File: src/rtl/uart_pkg.sv
// Shared UART types: receive FIFO entry layout and counter widths.
package uart_pkg;

    localparam int unsigned UartDataW = 8;
    localparam int unsigned IdleCntW  = 10;

    typedef struct packed {
        logic                 frame_err;
        logic [UartDataW-1:0] data;
    } uart_rx_entry_t;

endpackage

File: src/rtl/uart_fifo.sv
// Synchronous first-word-fall-through FIFO with flush and an explicit level counter.
// The caller only asserts push_i when there is room (or a pop happens in the same cycle).
module uart_fifo #(
    parameter int unsigned Width = 9,
    parameter int unsigned Depth = 16
) (
    input  logic                   clock_i,
    input  logic                   reset_i,
    input  logic                   flush_i,
    input  logic                   push_i,
    input  logic                   pop_i,
    input  logic [Width-1:0]       wdata_i,
    output logic [Width-1:0]       rdata_o,
    output logic                   valid_o,
    output logic [$clog2(Depth):0] level_o,
    output logic [$clog2(Depth):0] level_nxt_o
);

    localparam int unsigned PtrW = $clog2(Depth);
    localparam int unsigned LvlW = PtrW + 1;

    logic [Width-1:0] mem_q [Depth];
    logic [PtrW-1:0]  wptr_q, wptr_d;
    logic [PtrW-1:0]  rptr_q, rptr_d;
    logic [LvlW-1:0]  level_q, level_d;

    always_comb begin
        wptr_d  = wptr_q;
        rptr_d  = rptr_q;
        level_d = level_q;
        if (flush_i) begin
            wptr_d  = '0;
            rptr_d  = '0;
            level_d = '0;
        end else begin
            if (push_i) wptr_d = wptr_q + PtrW'(1);
            if (pop_i)  rptr_d = rptr_q + PtrW'(1);
            level_d = level_q + LvlW'(push_i) - LvlW'(pop_i);
        end
    end

    always_ff @(posedge clock_i) begin
        if (reset_i) begin
            wptr_q  <= '0;
            rptr_q  <= '0;
            level_q <= '0;
        end else begin
            wptr_q  <= wptr_d;
            rptr_q  <= rptr_d;
            level_q <= level_d;
        end
    end

    always_ff @(posedge clock_i) begin
        if (push_i && !flush_i) mem_q[wptr_q] <= wdata_i;
    end

    assign valid_o     = (level_q != '0);
    // Gate the head so stale memory never shows while empty.
    assign rdata_o     = valid_o ? mem_q[rptr_q] : '0;
    assign level_o     = level_q;
    assign level_nxt_o = level_d;

endmodule

File: src/rtl/uart_rx_ctrl.sv
// Receive-side controller: qualifies received characters into a FWFT FIFO, tracks
// overrun, runs the idle timeout and drives a registered level interrupt.
module uart_rx_ctrl
    import uart_pkg::*;
#(
    parameter int unsigned DEPTH        = 16,
    parameter int unsigned TIMEOUT_BITS = 40
) (
    input  logic                   clock_i,
    input  logic                   reset_i,
    input  logic [15:0]            shift_div_i,
    input  logic                   enable_i,
    input  logic [7:0]             rx_data_i,
    input  logic                   rx_complete_i,
    input  logic                   rx_frame_err_i,
    input  logic                   rx_active_i,
    input  logic                   flush_i,
    input  logic                   rd_i,
    output logic [7:0]             rd_data_o,
    output logic                   rd_frame_err_o,
    output logic                   rd_valid_o,
    output logic [$clog2(DEPTH):0] level_o,
    input  logic [$clog2(DEPTH):0] thresh_i,
    output logic                   overrun_o,
    input  logic                   overrun_clr_i,
    output logic                   timeout_o,
    output logic                   irq_o
);

    localparam int unsigned LvlW = $clog2(DEPTH) + 1;

    logic            push_req, push_ok, pop_ok, drop, activity;
    logic [LvlW-1:0] level_nxt;
    uart_rx_entry_t  wr_entry, rd_entry;

    logic [15:0]         presc_q, presc_d;
    logic [IdleCntW-1:0] idle_q, idle_d;
    logic                timeout_q, timeout_d;
    logic                overrun_q, overrun_d;
    logic                irq_q, irq_d;
    logic                wrap;

    assign push_req = rx_complete_i & enable_i & ~flush_i;
    assign pop_ok   = rd_i & rd_valid_o & ~flush_i;
    // level never exceeds DEPTH, so "not full" is level < DEPTH.
    assign push_ok  = push_req & ((level_o != LvlW'(DEPTH)) | pop_ok);
    assign drop     = push_req & ~push_ok;
    assign activity = push_ok | pop_ok | flush_i;

    assign wr_entry.frame_err = rx_frame_err_i;
    assign wr_entry.data      = rx_data_i;

    uart_fifo #(
        .Width($bits(uart_rx_entry_t)),
        .Depth(DEPTH)
    ) u_fifo (
        .clock_i    (clock_i),
        .reset_i    (reset_i),
        .flush_i    (flush_i),
        .push_i     (push_ok),
        .pop_i      (pop_ok),
        .wdata_i    (wr_entry),
        .rdata_o    (rd_entry),
        .valid_o    (rd_valid_o),
        .level_o    (level_o),
        .level_nxt_o(level_nxt)
    );

    assign rd_data_o      = rd_entry.data;
    assign rd_frame_err_o = rd_entry.frame_err;

    always_comb begin
        presc_d   = presc_q + 16'd1;
        idle_d    = idle_q;
        timeout_d = timeout_q;
        // >= so a divider lowered below the current count still wraps promptly.
        wrap      = (presc_q >= shift_div_i);
        if (activity) timeout_d = 1'b0;
        if (activity || rx_active_i) begin
            presc_d = '0;
            idle_d  = '0;
        end else begin
            if (wrap) presc_d = '0;
            if (wrap && (level_o != '0) && (idle_q < IdleCntW'(TIMEOUT_BITS))) begin
                idle_d = idle_q + IdleCntW'(1);
                if (idle_d == IdleCntW'(TIMEOUT_BITS)) timeout_d = 1'b1;
            end
        end
    end

    always_comb begin
        overrun_d = (overrun_q & ~overrun_clr_i) | drop;
        irq_d     = overrun_d | timeout_d |
                    ((thresh_i != '0) && (level_nxt >= thresh_i));
    end

    always_ff @(posedge clock_i) begin
        if (reset_i) begin
            presc_q   <= '0;
            idle_q    <= '0;
            timeout_q <= 1'b0;
            overrun_q <= 1'b0;
            irq_q     <= 1'b0;
        end else begin
            presc_q   <= presc_d;
            idle_q    <= idle_d;
            timeout_q <= timeout_d;
            overrun_q <= overrun_d;
            irq_q     <= irq_d;
        end
    end

    assign overrun_o = overrun_q;
    assign timeout_o = timeout_q;
    assign irq_o     = irq_q;

endmodule

File: config.mk
export PLATFORM = sky130hd
export DESIGN_NAME = uart_rx_ctrl
export DESIGN_NICKNAME = d
export VERILOG_FILES = /design/src/rtl/uart_pkg.sv /design/src/rtl/uart_fifo.sv /design/src/rtl/uart_rx_ctrl.sv
export SDC_FILE = /design/constraint.sdc
export NUM_CORES = 1
export LEC_CHECK = 0
export ABC_AREA = 1
export BUFFER_PORTS_ARGS = -buffer_cell sky130_fd_sc_hd__buf_2
export CORE_MARGIN = 3
export CORE_UTILIZATION = 38
export DETAILED_ROUTE_END_ITERATION = 16
export PLACE_DENSITY_LB_ADDON = 0.15
export SLEW_MARGIN = 25
export SYNTH_ARGS = -nofsm -noshare
export SYNTH_HDL_FRONTEND = slang
export SYNTH_SLANG_ARGS = --single-unit
File: constraint.sdc
create_clock -name clock_i -period 6.8 [get_ports clock_i]
set_clock_uncertainty 0.2 [all_clocks]
set_input_delay 0.68 -clock clock_i [delete_from_list [all_inputs] [get_ports clock_i]]
set_output_delay 0.68 -clock clock_i [all_outputs]
set_load 0.01 [all_outputs]
Word level (Yosys, flattened, before mapping)
Memory sizes are Yosys's and may differ from the RTL's. A register that Yosys moved wholly into a read port is not among the register bits.
Cells that the tools add are included.
Word-level totals
  register bits after elaboration: 42
  memory bits (writable): 144
  input bits: 38
  output and inout port bits: 18
  word-level logic and storage cells: 57
  memories kept: 1
Cells by class
  add/sub/neg operators: 6
  order comparisons: 3
  eq/ne operators: 2
  mux-type cells: 10
  bitwise operators: 16
  reduce and logical (&&, ||, !) cells: 11
Memory list
  u_fifo.mem_q: words 16, bits a word 9, read ports 1, clocked after memory_dff 1, wr ports 1, RTL line uart_fifo.sv:22  | logic [Width-1:0] mem_q [Depth];
Operators with widths (number)
  $add 16x1->16 const B: 1
  $ge 16x16->1: 1
  $add 10x1->10 const B: 1
  $eq 10x6->1 const B: 1
  $lt 10x6->1 const B: 1
  $reduce_bool 5->1: 2
  $mux 9: 1
  $add 4x1->4 const B: 2
  $mux 4: 2
  $and 1x1->1: 7
  $mux 1: 6
  $or 1x1->1: 6
  $add 5x1->5: 1
  $ge 5x5->1: 1
  $mux 5: 1
  $ne 5x5->1 const B: 1
  $sub 5x1->5: 1
  $logic_and 1x1->1: 4
  $reduce_or 2->1: 2
  $not 1->1: 3
  $reduce_or 3->1: 1
  $logic_not 1->1: 1
  $logic_or 1x1->1: 1

Depth between registers and ports, before layout
Gate-level depths: netlist of run 1.
  depth in word-level cells: 13
  mapped depth: 24
  gate-level depth less buffers: 24

Cells and area by module
Synthesis of run 1 repeated with hierarchy kept, for this count alone.
Unflattened totals
  cell total of the unflattened synthesis: 1001
  area total of the unflattened synthesis: 9097.5 µm²
By module, submodules not included
  uart_fifo: times used 1, cells each 692, area each 7045.5 µm², sequential area each 4664.5 µm²
  uart_rx_ctrl: times used 1, cells each 309, area each 2052.0 µm², sequential area each 580.6 µm²

Least setup slack after synthesis of run 1
OpenSTA, ideal clock, no wires.
  path kind: reg2reg
  from: register u_fifo.level_q[2], in the netlist u_fifo.level_o[2]
  to: register irq_q, in the netlist irq_o
  setup time: 0.114 ns
  data arrival time: 3.294 ns
  required time: 6.486 ns
  setup slack: 3.192 ns
  cell stages (with the launch flop): 25
  buffers on the path: 0
  clock period less this slack: 3.608 ns
  path through: dfxtp_1 -> inv_1 -> ha_1 -> nand2_2 -> nor2_4 -> nand2_4 -> nand2_1 -> nor2_1 -> ha_1 -> inv_1 -> ha_1 -> fa_1 -> nand2_1 -> nand2_1 -> a21oi_1 -> inv_1 -> nor2_1 -> nor3_1 -> ha_1 -> a21oi_1 -> o21ai_0 -> o32ai_1 -> nand2_1 -> nand2_1 -> nand2_1
On the way
  elaborated cells between the ends (all ways): 25
RTL lines
  start, declared: RTL line uart_fifo.sv:25  | logic [LvlW-1:0] level_q, level_d;
  start signal, assigned: RTL line uart_fifo.sv:50  | level_q <= level_d;
  $reduce_bool 5->1 (*): RTL line uart_fifo.sv:58  | assign valid_o = (level_q != '0);
  via rd_valid_o: RTL line uart_rx_ctrl.sv:21  | output logic rd_valid_o,
  $and 1x1->1 (*) (2 in series): RTL line uart_rx_ctrl.sv:44  | assign pop_ok = rd_i & rd_valid_o & ~flush_i;
  via pop_ok: RTL line uart_rx_ctrl.sv:32  | logic push_req, push_ok, pop_ok, drop, activity;
  $or 1x1->1: RTL line uart_rx_ctrl.sv:46  | assign push_ok = push_req & ((level_o != LvlW'(DEPTH)) | pop_ok);
  $and 1x1->1: RTL line uart_rx_ctrl.sv:46
  $add 5x1->5: RTL line uart_fifo.sv:38  | level_d = level_q + LvlW'(push_i) - LvlW'(pop_i);
  $sub 5x1->5 (*): RTL line uart_fifo.sv:38
  $mux 5 (*): RTL line uart_fifo.sv:31  | if (flush_i) begin
  via level_nxt[4]: RTL line uart_rx_ctrl.sv:33  | logic [LvlW-1:0] level_nxt;
  $ge 5x5->1 (*): RTL line uart_rx_ctrl.sv:94  | ((thresh_i != '0) && (level_nxt >= thresh_i));
  $logic_and 1x1->1 (*): RTL line uart_rx_ctrl.sv:94
  $or 1x1->1 (*): RTL line uart_rx_ctrl.sv:93  | irq_d = overrun_d | timeout_d |
  end signal, assigned: RTL line uart_rx_ctrl.sv:109  | irq_q <= irq_d;
  end, declared: RTL line uart_rx_ctrl.sv:40  | logic irq_q, irq_d;
Mark *: on every way through the listed nets, which the timed path passes. The rest lies on a longest branch.
A chain may end at the register's enable or synchronous reset.

==> flow_metrics.py, run 1 <==
metrics = {
    "status": {
        "status": "finished clean",
    },
    "die": {
        "fp.dieW_um": 156,
        "start_util_pct": 38.9,
        "ioPinCount": 56,
        "die_h_um": 156,
        "dieArea_um2": 24300,
        "core_um2": 22000,
        "row_count": 54,
    },
    "sta": {
        "final-hold-violation-count": 0,
        "setup-violations-final": 0,
        "fin_crit_ns": 4.16,
        "max-slew-margin-rel_pct": 34.2,
        "max_slew.worst_pin.slew_ns": 0.984,
        "final.period_utilization_pct": 61.2,
        "fmax_ghz": 0.240,
        "slew_violations": 0,
        "rsz0062_at_grt": "no",
        "tns_ns": 0,
    },
    "cells_and_area": {
        "drive_gt1_share_pct": 13.9,
        "regArea_um2": 5250,
        "nFillCells": 2110,
        "layout_commonest_cell": "edfxtp_1",
        "nNetsFinal": 930,
        "num_antenna_cells": 0,
        "layout_common_cells": "edfxtp_1 (144), nor2_1 (139), o21ai_0 (91), inv_1 (72), nand2_1 (72)",
        "multiInputGateArea_um2": 2880,
        "area_delta_synth_final_pct": 13.5,
    },
    "routing": {
        "detail_route.wl_per_cell_um": 16.7,
        "firstDrtPassIters": 5,
        "wl_mm": 19.2,
        "vias_per_cell": 5.08,
        "drc": 0,
        "vias": 5844,
        "ant_nets": 0,
        "drt_first_iter_violations": 488,
    },
    "power": {
        "power_density_nw_per_um2": 257,
        "ir_drop_mv": 0.134,
        "power_uw": 2490,
        "p_leak_uw": 0.00359,
    },
    "run": {
        "drv_cap": 0,
    },
    "min_path": {
        "min_to": "idle_q[9]$_SDFFE_PP0P_",
        "hold_start": "idle_q[9]$_SDFFE_PP0P_",
        "min_delay_path_depth": 2,
        "min_path_type": "register to register",
    },
    "synthesis": {
        "yosysSeqAreaShare_pct": 61.4,
        "synth_fp_nets": 882,
        "syn_area_um2": 8540,
        "syn-mean-instance-area_um2": 10.6,
        "synth_cells": 809,
        "yosysUniqueCellTypes": 45,
        "yosysWarnings": 0,
        "ys_seq_elements": 190,
    },
    "clock_network": {
        "cts_setup_buffers": 0,
        "insertion_delay_ns": 0.43,
        "cts_buffer_depth": 2,
        "tritoncts": "built",
        "clk_pin_slew_worst_paths_ns": 0.07,
        "post_cts_resized": 0,
        "cts-buffers-inserted": 17,
        "h-tree-depth": 4,
        "root_buffer": "clkbuf_16",
        "clock_sinks": 190,
        "holdBufCountCts": 0,
    },
    "placed_design": {
        "finalWeightedCongestion": 0.803,
        "placement.io_buffers": 55,
        "place_hpwl_mm": 12.2,
    },
    "grt": {
        "track_usage_pct": 16.3,
        "gr-total-overflow": 0,
        "antenna_found_initial": 0,
        "grt_pass1_wl_mm": 30.8,
        "grt_pass1_vias": 5779,
        "grt_max_degree": 74,
    },
    "worst_setup_path": {
        "crit_path_end_kind": "output port",
        "r2r_slack_ns": 2.93,
        "path_max_fanout": 73,
        "r2r-start": "u_fifo.level_o[2]$_SDFF_PP0_",
        "crit_required_ns": 5.92,
        "reg2reg_to": "irq_o$_SDFF_PP0_",
        "critPathArrivalTime_ns": 3.28,
        "r2r_cells": 24,
        "cp-start-kind": "register",
        "worst-setup-path-type": "register to output port",
    },
}
==> metrics by stage <==
stage	area (um2)	utilization [%]	cells	hold WS, ns	setup WS [ns]
global placement	9060	41.2	1118	0.232	2.96
floorplan	8540	-	809	0.215	3.19
global route	9690	44.1	1150	0.295	2.38
finish	9690	44.1	1150	0.241	2.64
CTS	9680	44.1	1150	0.245	2.62
detailed placement	9070	41.3	1118	0.234	2.87
==> synthesized netlist by cell type, drive strengths merged <==
cell | n | area share [%]
o21ai | 93 | 5.5
o21bai | 1 | 0.088
o32ai | 1 | 0.10
ha | 34 | 5.0
nand2 | 78 | 3.7
nor3b | 6 | 0.64
fa | 1 | 0.23
edfxtp | 144 | 51
nor4 | 4 | 0.29
nand3b | 1 | 0.088
clkinv | 2 | 0.088
buf | 13 | 0.85
nor3 | 17 | 1.3
and2 | 2 | 0.15
nand4 | 6 | 0.44
o211ai | 1 | 0.15
nand3 | 30 | 1.9
xnor2 | 5 | 0.51
clkbuf | 17 | 0.75
or2 | 1 | 0.073
a21oi | 36 | 2.3
o22ai | 14 | 1.0
inv | 76 | 3.4
a211oi | 1 | 0.088
nor2 | 147 | 6.7
a31oi | 1 | 0.073
dfxtp | 46 | 11
a21boi | 1 | 0.088
o221ai | 22 | 2.3
xor2 | 8 | 0.82
==> final cells by class <==
cell class | count | area share (%)
repair buffers | 59 | 3.15
clock buffers | 17 | 4.39
clock inverters | 15 | 1.98
well taps | 280 | 3.62
inverters | 78 | 3.05
flip-flops and latches | 190 | 54.1
multi-input cells | 511 | 29.7
==> worst max-delay path, cell delays in order (launching register included) <==
cell and delay [ns]:
dfxtp_2 0.31, buf_4 0.32, inv_2 0.55, buf_4 0.47
o21ai_0 0.13, o22ai_1 0.18, nor2_1 0.06, nor2_1 0.11
o21ai_0 0.15, a21oi_1 0.30, buf_2 0.20
==> power breakdown <==
part / switching [uW] / total (uW) / internal (uW)
clock: 475 / 1040 / 563
combinational: 130 / 193 / 62.7
sequential: 4.83 / 1260 / 1250
total: 610 / 2490 / 1880
==> sequential cells by signal (all words and copies together), names as in the netlist, named ones only <==
name            flops
idle_q             10
irq_o               1
overrun_o           1
presc_q            16
timeout_o           1
u_fifo.level_o      5
u_fifo.mem_q      144
u_fifo.rptr_q       4
u_fifo.wptr_q       4
==> worst max path at each step <==
| stage | cells past startpoint | slack [ns] | to |
|---|---|---|---|
| global route | 10 | 2.38 | rd_data_o[1] |
| global placement | 19 | 2.96 | irq_o$_SDFF_PP0_ |
| CTS | 10 | 2.62 | rd_data_o[1] |
| detailed placement | 19 | 2.87 | irq_o$_SDFF_PP0_ |
| finish | 10 | 2.64 | rd_data_o[1] |
| floorplan | 24 | 3.19 | irq_o$_SDFF_PP0_ |
==> cells by family after synthesis <==
family | after synthesis | synth area share (%)
buffers and inverters | 108 | 5.06
AOI/OAI and AO/OA | 171 | 11.6
adders and majority gates | 35 | 5.22
xor gates and xnor gates | 13 | 1.33
DFF | 190 | 61.4
and+or+nand+nor | 292 | 15.3
==> routing by layer <==
metal  track usage, %  up-vias  part of all wire (%)
met5                0        -                     0
met4             4.84        0                   1.0
met3             3.27       15                   4.8
met2             26.5      152                    47
met1             22.1     2749                    47
li1                 -     2928                     -
Note: power is estimated with default switching activity, not from simulation.
==> run 2, diff against run 1 <==
==> constraint.sdc (replaced) <==
create_clock -name clock_i -period 3.5 [get_ports clock_i]
set_clock_uncertainty 0.2 [all_clocks]
set_input_delay 0.35 -clock clock_i [delete_from_list [all_inputs] [get_ports clock_i]]
set_output_delay 0.35 -clock clock_i [all_outputs]
set_load 0.01 [all_outputs]
==> flow_metrics.py, run 2 (synthesis gave the netlist of run 1 again) <==
metrics = {
    "clock_network": {
        "insertion_delay_ns": 0.43,
        "root_buffer": "clkbuf_16",
        "cts_buffer_depth": 2,
        "cts-buffers-inserted": 17,
        "clock_sinks": 190,
        "h-tree-depth": 4,
        "tritoncts": "built",
        "holdBufCountCts": 0,
        "clk_pin_slew_worst_paths_ns": 0.06,
    },
    "min_path": {
        "hold_start": "overrun_clr_i",
        "min_path_type": "input port to register",
        "min_to": "overrun_o$_SDFF_PP0_",
        "min_delay_path_depth": 4,
    },
    "die": {
        "start_util_pct": 38.9,
        "fp.dieW_um": 156,
        "die_h_um": 156,
        "core_um2": 22000,
        "ioPinCount": 56,
        "dieArea_um2": 24300,
        "row_count": 54,
    },
    "placed_design": {
        "placement.io_buffers": 55,
        "finalWeightedCongestion": 0.771,
        "place_hpwl_mm": 13.2,
    },
    "worst_setup_path": {
        "critPathArrivalTime_ns": 3.54,
        "r2r_slack_ns": 0.08,
        "r2r-start": "u_fifo.level_o[2]$_SDFF_PP0_",
        "cp-start-kind": "register",
        "crit_path_end_kind": "register",
        "crit_required_ns": 3.62,
        "reg2reg_to": "irq_o$_SDFF_PP0_",
        "r2r_cells": 24,
        "worst-setup-path-type": "register to register",
        "path_max_fanout": 3,
    },
    "power": {
        "p_leak_uw": 0.00381,
        "ir_drop_mv": 0.282,
        "power_uw": 4800,
        "power_density_nw_per_um2": 476,
    },
    "cells_and_area": {
        "reg_top3": "u_fifo.mem_q x144, presc_q x16, idle_q x10",
        "nNetsFinal": 978,
        "layout_common_cells": "edfxtp_1 (144), nor2_1 (143), o21ai_0 (90), nand2_1 (69), inv_1 (68)",
        "nFillCells": 2073,
        "largest_register": "u_fifo.mem_q",
        "regArea_um2": 5250,
        "num_antenna_cells": 0,
        "area_delta_synth_final_pct": 18.1,
        "largest_register_ffs": 144,
        "multiInputGateArea_um2": 2950,
        "layout_commonest_cell": "edfxtp_1",
        "drive_gt1_share_pct": 19.3,
    },
    "routing": {
        "vias": 6076,
        "drc": 0,
        "drt_first_iter_violations": 274,
        "wl_mm": 20.3,
        "vias_per_cell": 5.08,
        "detail_route.wl_per_cell_um": 16.9,
        "firstDrtPassIters": 5,
        "ant_nets": 0,
    },
    "sta": {
        "fin_crit_ns": 3.42,
        "fmax_ghz": 0.293,
        "max_slew.worst_pin.slew_ns": 0.725,
        "holdWs_ns": 0.0512,
        "max-slew-margin-rel_pct": 51.4,
        "final.period_utilization_pct": 97.7,
        "final-hold-violation-count": 0,
        "slew_violations": 0,
        "setup-violations-final": 0,
        "rsz0062_at_grt": "yes",
    },
    "grt": {
        "grt_pass1_vias": 5963,
        "met2_usage_pct": 28.0,
        "grt_use_met1_pct": 22.7,
        "grt_max_degree": 63,
        "grt_busiest_layer": "met2",
        "met3_usage_pct": 3.38,
        "antenna_found_initial": 0,
        "track_usage_pct": 17.0,
        "gr-total-overflow": 0,
        "grt_pass1_wl_mm": 32.0,
    },
    "run": {
        "drv_cap": 0,
    },
    "status": {
        "status": "finished clean",
    },
}
## run 2: final cells by class
class                   instances  share of cell area [%]
multi-input cells             511                    29.2
flip-flops and latches        190                    52.0
inverters                      78                    2.93
well taps                     280                    3.47
clock inverters                13                    1.39
clock buffers                  17                    4.22
repair buffers                107                    6.72
## run 2: what timing repair did
| action | 4_1_cts | 5_1_grt |
|---|---|---|
| pin swaps | 17 | 15 |
| endpoints found under the setup margin | 1 | 1 |
| buffers inserted | 11 | 3 |
| gates resized for setup | 16 | 4 |
## run 2: where the power goes
part	internal [uW]	total, uW	switching (uW)
Combinational	181	468	287
Clock	1050	1890	840
Sequential	2430	2440	10.6
Total	3660	4800	1140
## run 2: routing by layer
layer  share of wire, %  wire length [um]
met5                  0                 0
met1                 46              9280
met3                4.7               952
met4                1.9               394
met2                 48              9620
## run 2: critical path, stage by stage, from the launching register on
cell and delay (ns):
dfxtp_2 0.32, inv_2 0.07, ha_4 0.14, nand2_4 0.05, nor2_4 0.11, nand2_4 0.07, nand2_4 0.07, nor2_4 0.04
ha_4 0.26, inv_2 0.03, ha_4 0.15, fa_2 0.35, nand2_2 0.08, nand2_2 0.05, a21oi_2 0.14, inv_1 0.07
nor2_2 0.12, nor3_2 0.07, ha_1 0.31, a21oi_2 0.14, o21ai_1 0.08, o32ai_2 0.20, nand2_1 0.07, nand2_1 0.06
nand2_1 0.04
## run 2: worst max path at each step
stage | slack [ns] | end | start
6_report | 0.08 | irq_o$_SDFF_PP0_ | u_fifo.level_o[2]$_SDFF_PP0_
5_1_grt | -0.14 | irq_o$_SDFF_PP0_ | u_fifo.level_o[2]$_SDFF_PP0_
4_1_cts | -0.09 | irq_o$_SDFF_PP0_ | u_fifo.level_o[3]$_SDFF_PP0_
3_5_place_dp | -0.15 | irq_o$_SDFF_PP0_ | u_fifo.level_o[2]$_SDFF_PP0_
3_3_place_gp | -0.09 | irq_o$_SDFF_PP0_ | u_fifo.level_o[2]$_SDFF_PP0_
2_1_floorplan | 0.01 | irq_o$_SDFF_PP0_ | u_fifo.level_o[3]$_SDFF_PP0_
## run 2: metrics by stage
stage               instances  setup WS (ns)  TNS (ns)  instance area (um2)  util [%]
global route             1196         -0.140    -0.140                10100      45.9
detailed placement       1152         -0.146    -0.146                 9340      42.6
floorplan                 809         0.0113         0                 8560         -
global placement         1152        -0.0871   -0.0871                 9340      42.6
finish                   1196         0.0816         0                10100      45.9
CTS                      1193        -0.0859   -0.0859                10100      45.8
